### src/rtl/fetch_pkg.sv
// Shared definitions for the instruction-fetch sequencer: FSM state
// encoding, the default HALT opcode and the position of the opcode field.
package fetch_pkg;

    // Fetch FSM states. The explicit encoding lets legacy code keep using
    // plain 3-bit constants.
    typedef enum logic [2:0] {
        ST_IDLE    = 3'd0,
        ST_REQ     = 3'd1,
        ST_WAIT    = 3'd2,
        ST_PRESENT = 3'd3,
        ST_ADVANCE = 3'd4,
        ST_HALT    = 3'd5
    } fetch_state_t;

    // The opcode occupies the top OPCODE_W bits of an instruction word.
    localparam int OPCODE_W = 4;

    // Opcode that stops fetch for good.
    localparam logic [OPCODE_W-1:0] HALT_OP_DEFAULT = 4'hF;

    // Width of the memory-latency down-counter (latency 1..4 -> preload 0..3).
    localparam int WAIT_CNT_W = 2;

    // Bit index of the opcode field's least significant bit.
    function automatic int opcode_lsb(input int data_w);
        return data_w - OPCODE_W;
    endfunction

endpackage

### src/rtl/fetch_wait_timer.sv
// Small down-counter that times the instruction-memory latency.
// Loaded with (latency - 1) during the read request; zero marks the cycle
// in which the read data is on the bus.
module fetch_wait_timer
    import fetch_pkg::*;
(
    input  logic                  clk,
    input  logic                  reset,
    input  logic                  load,
    input  logic [WAIT_CNT_W-1:0] load_value,
    input  logic                  decrement,
    output logic                  zero
);

    logic [WAIT_CNT_W-1:0] count;

    // Load takes priority; decrement saturates at zero so the flag stays
    // valid if the controller lingers.
    always_ff @(posedge clk or posedge reset) begin
        if (reset) begin
            count <= '0;
        end else if (load) begin
            count <= load_value;
        end else if (decrement && (count != '0)) begin
            count <= count - 1'b1;
        end
    end

    assign zero = (count == '0);

endmodule

### src/rtl/fetch_sequencer.sv
// Instruction-fetch controller. Issues one memory read per pc value, waits
// out the memory latency, presents the word to decode over valid/ready and
// then pulses the external counter's increment input. A HALT opcode stops
// fetch until reset. The pc counter itself lives outside this block.
module fetch_sequencer
    import fetch_pkg::*;
#(
    parameter int                   ADDR_W  = 8,
    parameter int                   DATA_W  = 16,
    parameter int                   MEM_LAT = 1,
    parameter logic [OPCODE_W-1:0]  HALT_OP = HALT_OP_DEFAULT
) (
    input  logic              clk,
    input  logic              reset,
    input  logic              run,
    input  logic [ADDR_W-1:0] pc,
    output logic              pc_incr,
    output logic              mem_rd,
    output logic [ADDR_W-1:0] mem_addr,
    input  logic [DATA_W-1:0] mem_rdata,
    output logic [DATA_W-1:0] instr,
    output logic              instr_valid,
    input  logic              instr_ready,
    output logic              busy,
    output logic              halted
);

    localparam logic [2:0] IDLE    = ST_IDLE;
    localparam logic [2:0] REQ     = ST_REQ;
    localparam logic [2:0] WAIT    = ST_WAIT;
    localparam logic [2:0] PRESENT = ST_PRESENT;
    localparam logic [2:0] ADVANCE = ST_ADVANCE;
    localparam logic [2:0] HALT    = ST_HALT;

    localparam logic [WAIT_CNT_W-1:0] WAIT_LOAD = WAIT_CNT_W'(MEM_LAT - 1);
    localparam int                    OP_LSB    = opcode_lsb(DATA_W);

    logic [2:0]          state;
    logic [2:0]          state_next;
    logic                timer_load;
    logic                timer_dec;
    logic                timer_zero;
    logic                handshake;
    logic                capture;
    logic [OPCODE_W-1:0] opcode;

    assign timer_load = (state == REQ);
    assign timer_dec  = (state == WAIT) && !timer_zero;
    assign capture    = (state == WAIT) && timer_zero;
    assign handshake  = instr_valid && instr_ready;
    assign opcode     = instr[OP_LSB +: OPCODE_W];

    fetch_wait_timer u_wait_timer (
        .clk        (clk),
        .reset      (reset),
        .load       (timer_load),
        .load_value (WAIT_LOAD),
        .decrement  (timer_dec),
        .zero       (timer_zero)
    );

    // Next-state logic. run is only sampled in IDLE and ADVANCE, so a fetch
    // already in flight always runs to completion including its handshake.
    always_comb begin
        state_next = state;
        case (state)
            IDLE:    if (run) state_next = REQ;
            REQ:     state_next = WAIT;
            WAIT:    if (timer_zero) state_next = PRESENT;
            PRESENT: begin
                if (handshake) begin
                    state_next = (opcode == HALT_OP) ? HALT : ADVANCE;
                end
            end
            ADVANCE: state_next = run ? REQ : IDLE;
            HALT:    state_next = HALT;
            default: state_next = IDLE;
        endcase
    end

    // State register; reset drops any read in flight.
    always_ff @(posedge clk or posedge reset) begin
        if (reset) begin
            state <= IDLE;
        end else begin
            state <= state_next;
        end
    end

    // Instruction register: captured in the cycle the read data is valid,
    // then held stable through any decode stall.
    always_ff @(posedge clk or posedge reset) begin
        if (reset) begin
            instr <= '0;
        end else if (capture) begin
            instr <= mem_rdata;
        end
    end

    // Output decode. pc_incr is high only in ADVANCE; the REQ or IDLE cycle
    // after it gives the counter's edge detector its low cycle.
    assign mem_rd      = (state == REQ);
    assign mem_addr    = pc;
    assign instr_valid = (state == PRESENT);
    assign pc_incr     = (state == ADVANCE);
    assign halted      = (state == HALT);
    assign busy        = (state != IDLE) && (state != HALT);

endmodule
### config.mk
export PLATFORM = sky130hd
export DESIGN_NAME = fetch_sequencer
export DESIGN_NICKNAME = d
export VERILOG_FILES = /design/src/rtl/fetch_pkg.sv /design/src/rtl/fetch_wait_timer.sv /design/src/rtl/fetch_sequencer.sv
export SDC_FILE = /design/constraint.sdc
export NUM_CORES = 1
export LEC_CHECK = 0
export BUFFER_PORTS_ARGS = -buffer_cell sky130_fd_sc_hd__buf_2
export CAP_MARGIN = 25
export CORE_AREA = 2 2 45 58
export DETAILED_ROUTE_END_ITERATION = 8
export DIE_AREA = 0 0 47 60
export GPL_TIMING_DRIVEN = 1
export PLACE_DENSITY = 0.8
export SYNTH_ARGS = -nofsm -noshare
export SYNTH_HDL_FRONTEND = slang
export SYNTH_SLANG_ARGS = --single-unit
export TNS_END_PERCENT = 30
### constraint.sdc
create_clock -name clk -period 3.6 [get_ports clk]
set_input_delay 0.72 -clock clk [delete_from_list [all_inputs] [get_ports clk]]
set_output_delay 0.72 -clock clk [all_outputs]
set_load 0.02 [all_outputs]
==> reports/qor.yml <==
status: "complete, no violations"
cp-end-kind: "output port"
route.detailed.drc: 0
grt-ovfl-total: 0
cts_buffers: 3
syn-num-nets: 109
max_slew_margin: 0.502
timing.rr.end: "instr[8]$_DFFE_PP0P_"
critPathLaunchType: "register"
antenna_left: 0
pin_count: 57
area_growth_pct: 18.9
core_area_mm2: 0.00230
final_cell_area_mm2: 0.00119
synthesis.area_um2: 1000
post_drt_wl_per_cell_um: 12.3
clockBufferDepth: 2
clk_pin_slew_ns: 0.10
holdPathStages: 1
report.final.slew_viol_count: 0
insertion_delay_ns: 0.29
max-cap-violations: 0
syn_avg_cell_area_um2: 12.5
htree_levels: 1
crit_fanout: 10
die_y_um: 60
fin_nets: 143
nFillCells: 224
skew_ns: 0.000971
post-route-period-util: 0.602
min_path_type: "reg2reg"
arrival_ns: 1.45
layout-drive-gt1-share: 0.558
power_leakage_uw: 0.000567
fmax_ghz: 0.462
clock-root-buffer: "clkbuf_4"
ff_latch_area_um2: 526
path_class: "reg2out"
start_util: 0.434
synthTopCellsByArea: "dfrtp_1, mux2_2, buf_4"
rsz0062_at_grt: "no"
cts_hold_buffers: 0
grt_pass1_wl_mm: 3.04
num_vias: 724
globalRouteTotalUtil: 0.151
grt_max_degree: 22
detail_route.iter0.violations: 2
postSynthCellCount: 80
peakVddDrop_mv: 0.463
rows: 20
yosysWarnings: 0
antennaDiodeCount: 0
gp_congestion: 0.691
setup_violations: 0
whs_endpoint: "instr[1]$_DFFE_PP0P_"
synth_top_area_share: 0.526
port_buffers: 40
fin_tns_setup_ns: 0
yosys.area.top_type: "dfrtp_1"
dpl_cell_area_mm2: 0.00116
grt_pass1_vias: 752
dr.pass1.iters: 4
reg2reg_slack_ns: 1.69
dieArea_mm2: 0.00282
tightest_slew_ns: 0.746
seq_area_frac_synth: 0.526
cts_tree: "yes"
critical_path_required_ns: 2.88
r2r-start: "u_wait_timer.count[0]$_DFFE_PP0P_"
dieWidth_um: 47
clkSinkCount: 21
worst-r2r-cell-count: 4
post_cts_resized: 0
avgViaCountPerCell: 4.96
multiInputGateArea_um2: 380
ys_types: 28
hold_slack_ns: 0.509
post-cts-setup-buffers: 0
hold_start: "instr[1]$_DFFE_PP0P_"
ys_ff_latch: 21
hpwl_mm: 1.42
antenna_found_initial: 0
drt-total-wl_mm: 1.80
power_density_mw_per_mm2: 939
hold_violations: 0
post-route-util: 0.516
period_needed_ns: 2.17
-- layer usage --
metal / share of wire / wire, µm / vias up / global-route usage
li1: - / - / 338 / -
met1: 0.40 / 718 / 345 / 0.182
met2: 0.50 / 900 / 35 / 0.247
met3: 0.078 / 141 / 6 / 0.0151
met4: 0.023 / 42 / 0 / 0.103
met5: 0 / 0 / - / 0
-- worst max-delay path, stage by stage (launching register included) --
cell and delay [ns]:
dfrtp_1 0.51, or2_2 0.33, a21o_1 0.17, buf_2 0.15
-- power by group --
group / total, µW / internal (µW) / leakage [µW] / switching, µW
Sequential: 438 / 346 / 0.000252 / 91.1
Combinational: 573 / 261 / 0.000300 / 312
Clock: 106 / 43.1 / 0.0000150 / 62.5
Total: 1120 / 650 / 0.000567 / 466
-- cell usage in the layout (no fill, tap or decap), types with 2 or more instances in the layout --
master | netlist | layout
a22o_1 | 2 | 2
buf_2 | 0 | 40
clkbuf_4 | 0 | 3
dfrtp_1 | 21 | 21
inv_1 | 4 | 4
mux2_2 | 16 | 16
nand2_1 | 2 | 2
nor2_1 | 3 | 3
o21ai_0 | 2 | 2
or2_2 | 2 | 2
-- area by class of cell --
type | instances | share of cell area
sequential | 21 | 0.442
timing repair buffer | 40 | 0.168
tap | 33 | 0.0347
inverter | 4 | 0.0126
clock buffer | 4 | 0.0221
multi-input combinational | 44 | 0.320
-- state kept, by name (all words and copies together), names as in the netlist --
name / count
state: 3
instr: 16
u_wait_timer.count: 2
-- worst max path at each step --
stage	start	endpoint	slack, ns	cells past startpoint
3_3_place_gp	u_wait_timer.count[0]$_DFFE_PP0P_	instr[2]$_DFFE_PP0P_	1.75	4
4_1_cts	state[0]$_DFFE_PP0P_	busy	1.42	3
2_1_floorplan	state[0]$_DFFE_PP0P_	mem_rd	1.62	3
6_report	state[0]$_DFFE_PP0P_	busy	1.43	3
5_1_grt	state[0]$_DFFE_PP0P_	mem_rd	1.33	3
3_5_place_dp	u_wait_timer.count[0]$_DFFE_PP0P_	instr[14]$_DFFE_PP0P_	1.69	4
-- metrics by stage --
| step | power [µW] | cells | setup WS (ns) |
|---|---|---|---|
| after detailed placement | 1020 | 142 | 1.69 |
| after CTS | 1130 | 146 | 1.42 |
| after floorplan | 878 | 80 | 1.62 |
| final | 1120 | 146 | 1.43 |
| after global routing | 1190 | 146 | 1.33 |
| after global placement | 1000 | 142 | 1.75 |
-- Yosys cell counts --
cell type,n
buf_6,1
inv_1,4
nor3b_4,1
o21bai_1,1
a31oi_1,1
ha_1,1
o32ai_1,1
mux2_2,16
o22ai_1,1
o21ai_0,2
nor3_1,1
a21boi_0,1
clkbuf_1,2
nand4_1,1
nand2b_1,1
or2_2,2
a21o_1,1
buf_4,8
or3_1,1
a21oi_1,1
nor2_1,3
or2b_1,1
nand2_1,2
nand3b_1,1
a22o_1,2
dfrtp_1,21
nand2b_4,1
o221ai_1,1
-- cells by family after synthesis --
group,Yosys count,share of synthesized area
AOI/OAI and AO/OA,12,0.0851
adders and majority gates,1,0.0125
buffers and inverters,15,0.0939
DFF,21,0.526
muxes,16,0.180
and+or+nand+nor,15,0.103
(Power assumes the default switching activity.)
